<file path="src/rtl/fetch_prefetch.sv">
// Instruction prefetcher: issues in-order word reads and buffers the returned
// instructions, with their PCs, in a DEPTH-entry queue for the decode stage.
module fetch_prefetch #(
  parameter int unsigned          DEPTH    = 4,
  parameter int unsigned          ADDR_W   = 32,
  parameter logic [ADDR_W-1:0]    RESET_PC = '0
) (
  input  logic                      clk,
  input  logic                      reset,
  output logic                      mem_req_o,
  output logic [ADDR_W-1:0]         mem_addr_o,
  input  logic                      mem_gnt_i,
  input  logic                      mem_rvalid_i,
  input  logic [31:0]               mem_rdata_i,
  input  logic                      redirect_i,
  input  logic [ADDR_W-1:0]         redirect_pc_i,
  output logic                      instr_valid_o,
  output logic [31:0]               instr_o,
  output logic [ADDR_W-1:0]         instr_pc_o,
  input  logic                      instr_ready_i,
  output logic [$clog2(DEPTH):0]    count_o
);

  localparam int unsigned       PTR_W   = $clog2(DEPTH);
  localparam int unsigned       CNT_W   = PTR_W + 1;
  localparam logic [CNT_W:0]    DEPTH_C = (CNT_W + 1)'(DEPTH);
  localparam logic [ADDR_W-1:0] WORD    = ADDR_W'(4);

  logic [ADDR_W-1:0] fetch_pc_q, fetch_pc_d;
  logic [ADDR_W-1:0] rsp_pc_q, rsp_pc_d;
  logic [PTR_W-1:0]  head_q, head_d, tail_q, tail_d;
  logic [CNT_W-1:0]  count_q, count_d;
  logic [CNT_W-1:0]  outst_q, outst_d;
  logic [CNT_W-1:0]  discard_q, discard_d;
  logic              block_q, block_d;

  logic [31:0]       instr_mem [DEPTH];
  logic [ADDR_W-1:0] pc_mem    [DEPTH];

  logic              grant, rsp, push, pop;
  logic [CNT_W:0]    in_flight;
  logic [ADDR_W-1:0] target_pc;

  // Queue occupancy plus every granted-but-unanswered request (discards
  // included) must stay below DEPTH, so each grant owns a free slot.
  assign in_flight = {1'b0, count_q} + {1'b0, outst_q};
  assign mem_req_o = !reset && !block_q && (in_flight < DEPTH_C);
  assign mem_addr_o = fetch_pc_q;

  assign grant     = mem_req_o && mem_gnt_i;
  assign rsp       = mem_rvalid_i && (outst_q != '0);
  assign pop       = (count_q != '0) && instr_ready_i;
  assign push      = rsp && (discard_q == '0) && !redirect_i;
  assign target_pc = {redirect_pc_i[ADDR_W-1:2], 2'b00};

  assign instr_valid_o = !reset && (count_q != '0);
  assign count_o       = reset ? '0 : count_q;
  assign instr_o       = instr_mem[head_q];
  assign instr_pc_o    = pc_mem[head_q];

  // NOTE: every _d gets its hold value first so no path leaves it unassigned
  // and no latch is inferred.
  always_comb begin
    fetch_pc_d = grant ? fetch_pc_q + WORD : fetch_pc_q;
    rsp_pc_d   = push ? rsp_pc_q + WORD : rsp_pc_q;
    head_d     = pop ? head_q + 1'b1 : head_q;
    tail_d     = push ? tail_q + 1'b1 : tail_q;
    count_d    = count_q + CNT_W'(push) - CNT_W'(pop);
    outst_d    = outst_q + CNT_W'(grant) - CNT_W'(rsp);
    discard_d  = (rsp && discard_q != '0) ? discard_q - 1'b1 : discard_q;
    block_d    = redirect_i;

    // Redirect wins over everything this cycle: the flush discards any
    // response arriving now and every request still in flight.
    if (redirect_i) begin
      fetch_pc_d = target_pc;
      rsp_pc_d   = target_pc;
      head_d     = '0;
      tail_d     = '0;
      count_d    = '0;
      discard_d  = outst_d;
    end
  end

  // NOTE: state uses non-blocking assignments so every flop samples the
  // pre-edge values, independent of block ordering.
  always_ff @(posedge clk) begin
    if (reset) begin
      fetch_pc_q <= RESET_PC;
      rsp_pc_q   <= RESET_PC;
      head_q     <= '0;
      tail_q     <= '0;
      count_q    <= '0;
      outst_q    <= '0;
      discard_q  <= '0;
      block_q    <= 1'b0;
    end else begin
      fetch_pc_q <= fetch_pc_d;
      rsp_pc_q   <= rsp_pc_d;
      head_q     <= head_d;
      tail_q     <= tail_d;
      count_q    <= count_d;
      outst_q    <= outst_d;
      discard_q  <= discard_d;
      block_q    <= block_d;
    end
  end

  // NOTE: queue storage has no reset; an entry is only read once count says
  // it was written.
  always_ff @(posedge clk) begin
    if (push) begin
      instr_mem[tail_q] <= mem_rdata_i;
      pc_mem[tail_q]    <= rsp_pc_q;
    end
  end

endmodule

</file>
<file path="config.mk">
export PLATFORM = sky130hd
export DESIGN_NAME = fetch_prefetch
export DESIGN_NICKNAME = d
export VERILOG_FILES = /design/src/rtl/fetch_prefetch.sv
export SDC_FILE = /design/constraint.sdc
export NUM_CORES = 1
export LEC_CHECK = 0
export BUFFER_PORTS_ARGS = -buffer_cell sky130_fd_sc_hd__buf_2
export CAP_MARGIN = 20
export CORE_ASPECT_RATIO = 0.75
export CORE_UTILIZATION = 45
export DETAILED_ROUTE_END_ITERATION = 8
export GPL_TIMING_DRIVEN = 0
export HOLD_SLACK_MARGIN = 0.1
export PLACE_DENSITY = 0.68
export SLEW_MARGIN = 20
export SYNTH_ARGS = -nofsm -noshare
export SYNTH_HDL_FRONTEND = slang
export SYNTH_SLANG_ARGS = --single-unit
</file>
<file path="constraint.sdc">
create_clock -name clk -period 3.8 [get_ports clk]
set_input_delay 0.38 -clock clk [delete_from_list [all_inputs] [get_ports clk]]
set_output_delay 0.38 -clock clk [all_outputs]
set_load 0.02 [all_outputs]
</file>
Word-level counts from Yosys, hierarchy flattened
Memory sizes are Yosys's and may differ from the RTL's. A register that Yosys moved wholly into a read port is not among the register bits.
Index checks and enable logic that the tools add are counted.
{"block": "totals", "register_bits": 78, "ramBits": 256, "word_cells": 56, "n_memories": 2}
{"memory": "instr_mem", "words": 4, "width": 32, "rd": 1, "rd_ports_with_merged_regs": 1, "wr": 1, "line": "37", "source": "logic [31:0] instr_mem [DEPTH];"}
{"memory": "pc_mem", "words": 4, "width": 32, "rd": 1, "rd_ports_with_merged_regs": 1, "wr": 1, "line": "38", "source": "logic [ADDR_W-1:0] pc_mem [DEPTH];"}
{"block": "op_classes", "add_sub_neg": 10, "order_cmp": 1, "n_mux": 13, "reduce_logical": 20}
{"op": "32-bit two-way mux", "n": 4}
{"op": "32-bit by 3-bit adder with 32-bit output, second input constant", "n": 2}
{"op": "1-bit logical AND", "n": 9}
{"op": "3-bit two-way mux", "n": 3}
{"op": "3-bit nonzero test", "n": 3}
{"op": "2-bit two-way mux", "n": 4}
{"op": "3-bit by 1-bit adder with 3-bit output", "n": 2}
{"op": "2-bit nonzero test", "n": 3}
{"op": "3-bit by 1-bit subtractor with 3-bit output", "n": 2}
{"op": "2-bit by 1-bit adder with 2-bit output, second input constant", "n": 2}
{"op": "3-bit by 3-bit adder with 4-bit output", "n": 1}
{"op": "4-bit by 3-bit less-than comparator with 1-bit output, second input constant", "n": 1}
{"op": "1-bit logical NOT", "n": 3}
{"op": "3-bit logical NOT", "n": 1}
{"op": "3-bit by 1-bit subtractor with 3-bit output, second input constant", "n": 1}
{"op": "1-bit two-way mux", "n": 2}
{"op": "2-bit OR reduction", "n": 1}

Longest topological paths before layout
Gate-level depths: netlist of run 1.
{"block": "depth", "ltp_word": 7, "ltp_mapped": 14}

Worst setup path after synthesis of run 1
No wires, ideal clock.
{"block": "synth_path", "path_type": "flip-flop to flip-flop", "startpoint": "register discard_q[0]", "endpoint": "memory instr_mem[0][0], enable pin", "setup_ps": 426, "t_arrival_ps": 2789, "required_ps": 3374, "slack_ps": 585, "path_stages_with_launch": 7, "n_path_buf": 0, "period_less_slack_ps": 3215, "cell_sequence": "dfxtp_1 inv_1 ha_1 nor2b_1 nand3_1 nor2_1 and2_1"}
{"block": "synth_between", "elab_chain_cells": 5}
{"item": "start, declared", "line": "34", "source": "logic [CNT_W-1:0] discard_q, discard_d;"}
{"item": "start signal, assigned", "line": "104", "source": "discard_q <= discard_d;"}
{"item": "3-bit logical NOT", "line": "53", "source": "assign push = rsp && (discard_q == '0) && !redirect_i;"}
{"item": "1-bit logical AND (2 in series)", "line": "53"}
{"item": "1-bit two-way mux", "line": "112", "source": "if (push) begin"}
{"item": "1-bit two-way mux (implied by the code)", "line": "113", "source": "instr_mem[tail_q] <= mem_rdata_i;"}
{"item": "end, declared", "line": "37"}
Every way passes these cells.

==> results of run 1 <==
[repair_timing]
item | 4_1_cts | 5_1_grt
hold endpoints to repair | 135 | 0
hold buffers | 37 | 0
resized for setup | 0 | 0
[final timing paths]
check	from	to	slack [ns]
min	redirect_pc_i[29]	mem_addr_o[29]	0.13
max reg2reg	discard_q[0]	count_q[2]	0.64
max	flip-flop	instr_o[18]	0.52
min reg2reg	head_q[1]	flip-flop	0.52
[stage by stage]
stage	total power, µW	setup WS, ns
finish	8310	0.521
global route	8620	0.251
CTS	8380	0.402
detailed placement	5210	0.634
global placement	5180	-0.741
floorplan	4840	0.585
[flip-flops by register name, summed over array words and instances (netlist names), named ones only]
signal      count
tail_q          2
instr_mem     128
mem_addr_o     30
rsp_pc_q       30
outst_q         3
pc_mem        120
head_q          2
block_q         1
discard_q       3
count_q         3
[cells by family (layout without fill, tap and decap cells)]
logic type	count (synthesis)	count (layout)	share of synthesized area
muxes	66	66	0.109
and+or+nand+nor	184	184	0.0771
adders and majority gates	16	16	0.0163
other	1	4	0.000285
AOI/OAI and AO/OA	103	103	0.0520
buffers and inverters	88	349	0.0273
DFF	324	324	0.681
xor gates and xnor gates	56	56	0.0372
[power groups by stage]
stage | clock network (µW) | registers, µW | logic (µW)
finish | 3150 | 4150 | 1010
global route | 3350 | 4170 | 1110
CTS | 3200 | 4150 | 1020
detailed placement | 0 | 4220 | 988
global placement | 0 | 4230 | 947
floorplan | 0 | 4210 | 631
[cell type report]
class                   instances  area [µm²]  area share
repair buffers                203        1290      0.0806
flip-flops and latches        324        8970       0.560
well taps                     385         482      0.0301
inverters                      44         165      0.0103
plain buffers                  44         195      0.0122
clock buffers                  39         806      0.0503
multi-input cells             429        3870       0.242
clock inverters                19         235      0.0147
[worst max-delay path: stages (launching register included)]
cell,delay [ns]
dfxtp_1,0.31
clkbuf_1,0.48
buf_1,0.72
mux4_2,0.62
buf_2,0.18
[cells in the final DEF (no fill, tap or decap), types with 5 or more instances in the layout]
| cell | netlist | final |
|---|---|---|
| edfxtp_1 | 248 | 248 |
| buf_2 | 3 | 165 |
| dfxtp_1 | 76 | 76 |
| mux4_2 | 62 | 62 |
| inv_1 | 42 | 42 |
| xnor2_1 | 40 | 40 |
| dlygate4sd3_1 | 0 | 37 |
| clkbuf_1 | 28 | 36 |
| a21boi_0 | 36 | 36 |
| nand2_1 | 33 | 33 |
| clkbuf_16 | 0 | 31 |
| a21oi_1 | 29 | 29 |
| nor2_1 | 25 | 25 |
| nand4_1 | 22 | 22 |
| nor3_1 | 20 | 20 |
| nand3_1 | 19 | 19 |
| xor2_1 | 16 | 16 |
| nor4_1 | 15 | 15 |
| ha_1 | 14 | 14 |
| and4_1 | 13 | 13 |
| and2_1 | 15 | 11 |
| o21ai_0 | 11 | 11 |
| o31a_1 | 10 | 10 |
| clkinv_1 | 1 | 8 |
| buf_1 | 7 | 7 |
| nor2b_1 | 5 | 5 |
| buf_4 | 5 | 5 |
| bufinv_16 | 0 | 5 |
[metal layers]
| metal | global-route usage | vias to the layer above |
|---|---|---|
| li1 | - | 3693 |
| met1 | 0.297 | 3870 |
| met2 | 0.292 | 287 |
| met3 | 0.0444 | 35 |
| met4 | 0.0351 | 0 |
| met5 | 0 | - |
==> run metrics, run 1 <==
cell-internal power=6280 µW; most frequent cell after synthesis=edfxtp_1; Fillers=2324; GRT Total Usage=0.196; routed len/inst=19.5 µm; Clock Latency Late Sink=0.58 ns; unrepaired setup endpoints after global routing=false; Mapped Area=13200 µm²; Mapped Cells=838; highest metal used=met4; Clock Power Share=0.379; met2 wire length=12500 µm; asr flop ratio synth=0; Nets=1163; vias per cell=5.30; mean cell area of the mapped netlist=15.7 µm²; max-slew violations=0; fin crit share=0.863; VDD IR max=0.365 mV; FP Rows=53; Yosys warning count=0; total number of vias=7885; Worst setup SP type=flip-flop; type of element capturing the critical path=primary output; Seq/Total Area, Yosys=0.681; Synth top cells by count=248 x edfxtp_1, 76 x dfxtp_1, 62 x mux4_2; # setup viols final=0; RePlAce Congestion=0.874; sequential fraction of design power=0.499; design area=16000 µm²; Gate power share=0.122; TritonCTS buffer count=31; CORE AREA=28400 µm²; Placed Area=14600 µm²; HPWL Detailed=19600 µm; Final ANT Viol Nets=0; Synth Register Bits=324; final hold vios=0; skew final=0.0141 ns; Synth-to-Final Area Change=21.5%; outcome=finished clean; Req. time, crit path=3.42 ns; Max Buffers Root-to-Sink=3; placed insts=1392; port bufs=162; post-CTS setup buffers=0; Post-synth EDFFs=248; Die X=200 µm; vias in the first global route=7753; CTS clk-pin slew, worst paths=0.07 ns; largest net degree at the start of global routing=49; Initial Util=0.464; most area-hungry cell type in the Yosys netlist=edfxtp_1; Post-Route WL=29000 µm; share of layout cells above drive strength 1=0.260; min Tclk post-route=3.28 ns; top cell type's share of synthesized area=0.565; Die ar.=30000 µm²; final hold slack=0.135 ns; hold path depth=4; clock sink count=324; Primary FF master, synth=edfxtp_1; iteration-0 DRC count of the detailed router=420; I/O pin count=171; synth top area cells=edfxtp_1 57%, dfxtp_1 12%, mux4_2 11%, xnor2_1 2.7%, a21boi_0 2.1%; P_sw=2030 µW; Setup CP Type=reg -> out; pwr dens=519 nW/µm²; first-pass GRT wire length=44300 µm; Worst Hold Class=in -> reg; GRT overflow=0; Slew HR=0.419; Setup TNS=0 ns; Slew @ Worst Pin=0.871 ns; distinct cell type count after synthesis=47; maximum clock rate=305 MHz; CP max FO=10; met3 wire len=2300 µm; # DRC=0; CTS tree=built; Sw Share=0.244; Met1 Wirelength=13700 µm; WP data arrival=2.90 ns; Die Ht=150 µm; CTS Root Cell=clkbuf_16; max cap viols=0; first-pass detailed-route iteration total=5; antenna fix cells=0; H-tree level count=1; post-route insts no fill=1487; final core utilization=0.564; P_leak=0.00557 µW; initial antenna violation count=0; Reg2Reg Depth=13
(Power assumes the default switching activity.)
==> run 2: changes to the inputs <==
--- a/config.mk
+++ b/config.mk
@@ -12,7 +12,7 @@
 export DETAILED_ROUTE_END_ITERATION = 8
 export GPL_TIMING_DRIVEN = 0
 export HOLD_SLACK_MARGIN = 0.1
-export PLACE_DENSITY = 0.68
+export PLACE_DENSITY = 0.73
 export SLEW_MARGIN = 20
 export SYNTH_ARGS = -nofsm -noshare
 export SYNTH_HDL_FRONTEND = slang
==> run 2 against run 1 <==
  * Clock power fell by 3%
  * Setup slack gained 0.054 ns
  * Global-route usage decreased by 0.78 points
  * Utilization shrank 0.14 points
  * Sequential share of layout area rose by 0.14 points
  * Critical path depth unchanged
==> run metrics, run 2 (synthesis results as in run 1) <==
P_leak=0.00554 µW (-0.53%); largest registers=instr_mem (128), pc_mem (120); pwr dens=515 nW/µm² (-0.90%); TritonCTS buffer count=31 (unchanged); max-slew violations=0 (unchanged); vias in the first global route=7643 (-1.4%); routed len/inst=19.0 µm (-2.7%); VDD IR max=0.332 mV (-8.8%); largest net degree at the start of global routing=44 (-10%); H-tree level count=1 (unchanged); first-pass GRT wire length=42900 µm (-3.1%); port bufs=162 (unchanged); clock sink count=324 (unchanged); initial antenna violation count=0 (unchanged); final hold slack=0.137 ns (+0.00178 ns); Setup WS pre-CTS=0.660 ns (+0.0266 ns); # setup viols final=0 (unchanged); Die Ht=150 µm (unchanged); Synth-to-Final Area Change=21.2%; I/O pin count=171 (unchanged); CP max stage delay=0.71 ns (about the same); Post-Route WL=28200 µm (-2.8%); max FFs per register=128 (unchanged); Die ar.=30000 µm² (unchanged); skew final=0.0137 ns (-0.000353 ns); Total Power=8220 µW (-1.1%); antenna fix cells=0 (unchanged); hold wc startpoint=redirect_pc_i[26]; first-pass detailed-route iteration total=5 (unchanged); FF-to-FF End=discard_q[2]; Die X=200 µm (unchanged); Final WS setup=0.576 ns (+0.0545 ns); maximum clock rate=310 MHz (+1.7%); CP max FO=10 (unchanged); Worst Hold Endpoint=rsp_pc_q[26]; CTS tree=built; Req. time, crit path=3.42 ns (about the same); CTS clk-pin slew, worst paths=0.06 ns (about the same); max cap viols=0 (unchanged); post-CTS setup buffers=0 (unchanged); Setup CP Type=reg -> out; type of element capturing the critical path=primary output; total number of vias=7871 (-0.18%); unrepaired setup endpoints after global routing=false; post-CTS resize count=0 (unchanged); Critical-path top delay cell=buf_1; Max Buffers Root-to-Sink=3 (unchanged); GRT Total Usage=0.189 (-0.00777); Reg2Reg Depth=14 (+1); Initial Util=0.464 (unchanged); Slew @ Worst Pin=0.847 ns (-0.0236 ns); Slew HR=0.435 (+0.0158); Final ANT Viol Nets=0 (unchanged); commonest non-fill, non-tap cell in the layout=edfxtp_1; # DRC=0 (unchanged); FP Rows=53 (unchanged); design area=16000 µm² (-0.24%); hold path depth=3 (-1); CTS Root Cell=clkbuf_16; iteration-0 DRC count of the detailed router=471 (+12%); share of layout cells above drive strength 1=0.263 (+0.00229); Nets=1162 (-0.086%); Worst Hold Class=in -> reg; Hold Buf Count CTS=36 (-2.7%); fin crit share=0.849 (-0.0143); WP data arrival=2.84 ns (-0.06 ns); outcome=finished clean; commonest cells after routing, fill and taps aside=248 x edfxtp_1, 165 x buf_2, 76 x dfxtp_1, 62 x mux4_2, 42 x inv_1; min Tclk post-route=3.22 ns (-0.0545 ns); worst r2r src=outst_q[2]; critical-path cell list=clkbuf_1 -> buf_1 -> mux4_2 -> buf_2; Worst setup SP type=flip-flop; Placed Area=14600 µm² (about the same); RePlAce Congestion=0.891 (+2.0%); r2r setup slk=0.66 ns (+0.02 ns); CORE AREA=28400 µm² (unchanged); final hold vios=0 (unchanged); vias per cell=5.30 (about the same); Largest Register=instr_mem; HPWL Detailed=19500 µm (-0.66%); Clock Latency Late Sink=0.55 ns (-0.03 ns); GRT overflow=0 (unchanged)
==> run 2: worst max-delay path: cells and delay by family (launching register included) <==
family / cells / cell delay, ns
buffers and inverters: 3 / 1.38
muxes: 1 / 0.60
DFF: 1 / 0.31
==> run 2: routing by layer <==
metal  wire (µm)  share of wire  vias to the layer above  GRT usage
li1            -              -                     3694          -
met1       13100           0.46                     3826      0.284
met2       12300           0.44                      316      0.286
met5           0              0                        -          0
met4         397          0.014                        0     0.0328
met3        2410          0.085                       35     0.0390
==> run 2: final cells by class <==
cell class	count	area [µm²]
clock inverter	19	218
sequential	324	8970
multi-input combinational	429	3870
buffer	44	195
inverter	44	165
clock buffer	38	802
tap	385	482
fill	2330	12400
timing repair buffer	202	1270
==> run 2: how the worst max path moves through the flow <==
stage	from	to	slack (ns)	depth (start not counted)
3_5_place_dp	outst_q[2]	discard_q[2]	0.66	14
4_1_cts	flip-flop	instr_pc_o[22]	0.46	4
3_3_place_gp	discard_q[0]	instr_mem[0][27]	-0.68	6
6_report	flip-flop	instr_pc_o[24]	0.58	4
2_1_floorplan	discard_q[0]	instr_mem[0][0]	0.58	6
5_1_grt	flip-flop	instr_o[28]	0.31	4
==> run 2: power breakdown <==
group	internal [µW]	switching [µW]	total, µW
clock	1780	1280	3060
combinational	424	584	1010
sequential	4010	139	4150
==> run 2: stage by stage <==
step	utilization	setup TNS, ns	std cells
2_1_floorplan	-	0	841
3_3_place_gp	0.510	-159.04	1388
3_5_place_dp	0.514	0	1392
4_1_cts	0.563	0	1485
5_1_grt	0.563	0	1485
6_report	0.563	0	1485
==> run 3: changes to the inputs <==
==> constraint.sdc (replaced) <==
create_clock -name clk -period 3.4 [get_ports clk]
set_input_delay 0.34 -clock clk [delete_from_list [all_inputs] [get_ports clk]]
set_output_delay 0.34 -clock clk [all_outputs]
set_load 0.02 [all_outputs]
==> run 3 against run 2 <==
  * Non-clock buffer count rose by 3
  * Worst hold slack improved by 0.027 ns
  * Global-route usage barely moved
  * Total power rose by 12%
  * Critical path depth did not move
  * Register-to-register slack got worse by 0.40 ns
  * Sequential power rose by 12%
  * Sequential share of layout area fell by 0.13 points
  * Flip-flop and latch count did not move
  * Utilization rose by 0.13 points
  * Setup slack got worse by 0.35 ns
  * Critical endpoint is now instr_o[7]
==> run metrics, run 3 (synthesis results as in run 1) <==
outcome=finished clean; I/O pin count=171 (unchanged); CTS Root Cell=clkbuf_16; FF-to-FF End=discard_q[2]; Die Ht=150 µm (unchanged); # DRC=0 (unchanged); worst r2r src=outst_q[2]; Worst setup SP type=flip-flop; Initial Util=0.464 (unchanged); Clock Power Share=0.372 (about the same); Die ar.=30000 µm² (unchanged); Final ANT Viol Nets=0 (unchanged); vias per cell=5.33 (+0.60%); Top Family by Delay on Critical Path=buffers and inverters; final hold vios=0 (unchanged); max-slew violations=0 (unchanged); skew final=0.0121 ns (-0.00163 ns); Req. time, crit path=3.06 ns (-0.36 ns); Critical-path top delay cell=buf_1; max FFs per register=128 (unchanged); unrepaired setup endpoints after global routing=false; # setup viols final=0 (unchanged); Sw Share=0.244 (about the same); Worst Setup EP=instr_o[7]; Nets=1165 (+0.26%); Synth-to-Final Area Change=21.5%; Largest Register=instr_mem; port bufs=162 (unchanged); cell-internal power=6950 µW (+12%); pwr dens=574 nW/µm² (+12%); commonest non-fill, non-tap cell in the layout=edfxtp_1; CP max stage delay=0.69 ns (-0.02 ns); total number of vias=7934 (+0.80%); P_leak=0.00556 µW (+0.41%); CORE AREA=28400 µm² (unchanged); HPWL Detailed=19500 µm (unchanged); commonest cells after routing, fill and taps aside=248 x edfxtp_1, 165 x buf_2, 76 x dfxtp_1, 62 x mux4_2, 42 x inv_1; Clock Latency Late Sink=0.55 ns (about the same); initial antenna violation count=0 (unchanged); CP max FO=10 (unchanged); largest net degree at the start of global routing=44 (unchanged); vias in the first global route=7667 (+0.31%); largest registers=instr_mem (128), pc_mem (120); P_sw=2240 µW (+12%); antenna fix cells=0 (unchanged); maximum clock rate=315 MHz; critical-path cell list=clkbuf_1 -> buf_1 -> mux4_2 -> buf_2; min Tclk post-route=3.17 ns; FP Rows=53 (unchanged); Post-Route WL=28100 µm (about the same); hold path depth=2 (-1); final hold slack=0.163 ns (+0.0268 ns); share of layout cells above drive strength 1=0.266 (+0.00291); Slew @ Worst Pin=0.817 ns (-0.0299 ns); sequential fraction of design power=0.505 (about the same); Max Buffers Root-to-Sink=3 (unchanged); Reg2Reg Depth=14 (unchanged); fin crit share=0.934; WP buf/inv=3 (unchanged); TritonCTS buffer count=31 (unchanged); clock sink count=324 (unchanged); Gate power share=0.123 (about the same); WP data arrival=2.83 ns (about the same); max cap viols=0 (unchanged); first-pass detailed-route iteration total=5 (unchanged); GRT overflow=0 (unchanged); WP depth=4 (unchanged); Fillers=2324 (-0.26%); Slew HR=0.455 (+0.0199); RePlAce Congestion=0.891 (unchanged); CTS tree=built; type of element capturing the critical path=primary output; Die X=200 µm (unchanged); r2r setup slk=0.26 ns (-0.40 ns); GRT Total Usage=0.189 (+0.000199); first-pass GRT wire length=43000 µm (+0.13%); post-CTS setup buffers=0 (unchanged); Worst Hold Class=in -> reg; Total Power=9190 µW (+12%); Setup CP Type=reg -> out; routed len/inst=18.9 µm (-0.28%); H-tree level count=1 (unchanged); CTS clk-pin slew, worst paths=0.06 ns (about the same); VDD IR max=0.372 mV (+12%); iteration-0 DRC count of the detailed router=476 (+1.1%)
run 3: power by group through the flow:
stage | sequential, µW | combinational (µW) | clock (µW)
after floorplan | 4710 | 706 | 0
after global placement | 4730 | 1050 | 0
after detailed placement | 4720 | 1100 | 0
after CTS | 4640 | 1150 | 3490
after global routing | 4660 | 1240 | 3630
final | 4640 | 1130 | 3420
run 3: worst reg2reg max path: stages, from the launching register on:
cell      delay, ns
dfxtp_1        0.41
ha_1           0.29
nor4_4         0.27
and4b_1        0.22
buf_4          0.18
inv_2          0.04
buf_2          0.18
ha_1           0.28
inv_1          0.06
ha_1           0.13
inv_1          0.04
fa_1           0.37
xor2_1         0.16
xnor2_1        0.16
a211oi_1       0.25
run 3: worst min-delay path by stage:
stage / from / endpoint / slack, ns
6_report: reset / block_q / 0.16
5_1_grt: reset / block_q / 0.13
4_1_cts: reset / block_q / 0.13
3_5_place_dp: head_q[1] / head_q[1] / 0.52
3_3_place_gp: head_q[1] / head_q[1] / 0.51
2_1_floorplan: mem_rdata_i[0] / instr_mem[0][0] / 0.44
run 3: metrics by stage:
step / std cells / utilization / cell area (µm²) / setup slack (ns) / setup TNS [ns]
floorplan: 841 / - / 13200 / 0.185 / 0
global placement: 1388 / 0.510 / 14500 / -1.08 / -258.24
detailed placement: 1392 / 0.514 / 14600 / 0.260 / 0
CTS: 1488 / 0.564 / 16000 / 0.0992 / 0
global route: 1488 / 0.564 / 16000 / 0.00558 / 0
finish: 1488 / 0.564 / 16000 / 0.225 / 0
run 3: timing repair:
item / 4_1_cts / 5_1_grt
resized for setup: 0 / 7
endpoints found under the setup margin: 0 / 27
hold buffers: 39 / 0
hold endpoints to repair: 138 / 0
run 3: layer usage:
metal | routed length, µm | part of all wire | track usage | vias to the layer above
li1 | - | - | - | 3701
met1 | 13000 | 0.46 | 0.284 | 3859
met2 | 12300 | 0.44 | 0.286 | 341
met3 | 2490 | 0.088 | 0.0390 | 33
met4 | 381 | 0.014 | 0.0328 | 0
met5 | 0 | 0 | 0 | -
run 3: cell type report:
cell class	count	area, µm²	share of cell area
Clock buffer	38	802	0.0501
Tap cell	385	482	0.0301
Buffer	44	199	0.0124
Timing Repair Buffer	205	1300	0.0814
Clock inverter	19	218	0.0136
Multi-Input combinational cell	429	3870	0.242
Sequential cell	324	8970	0.560
Inverter	44	165	0.0103
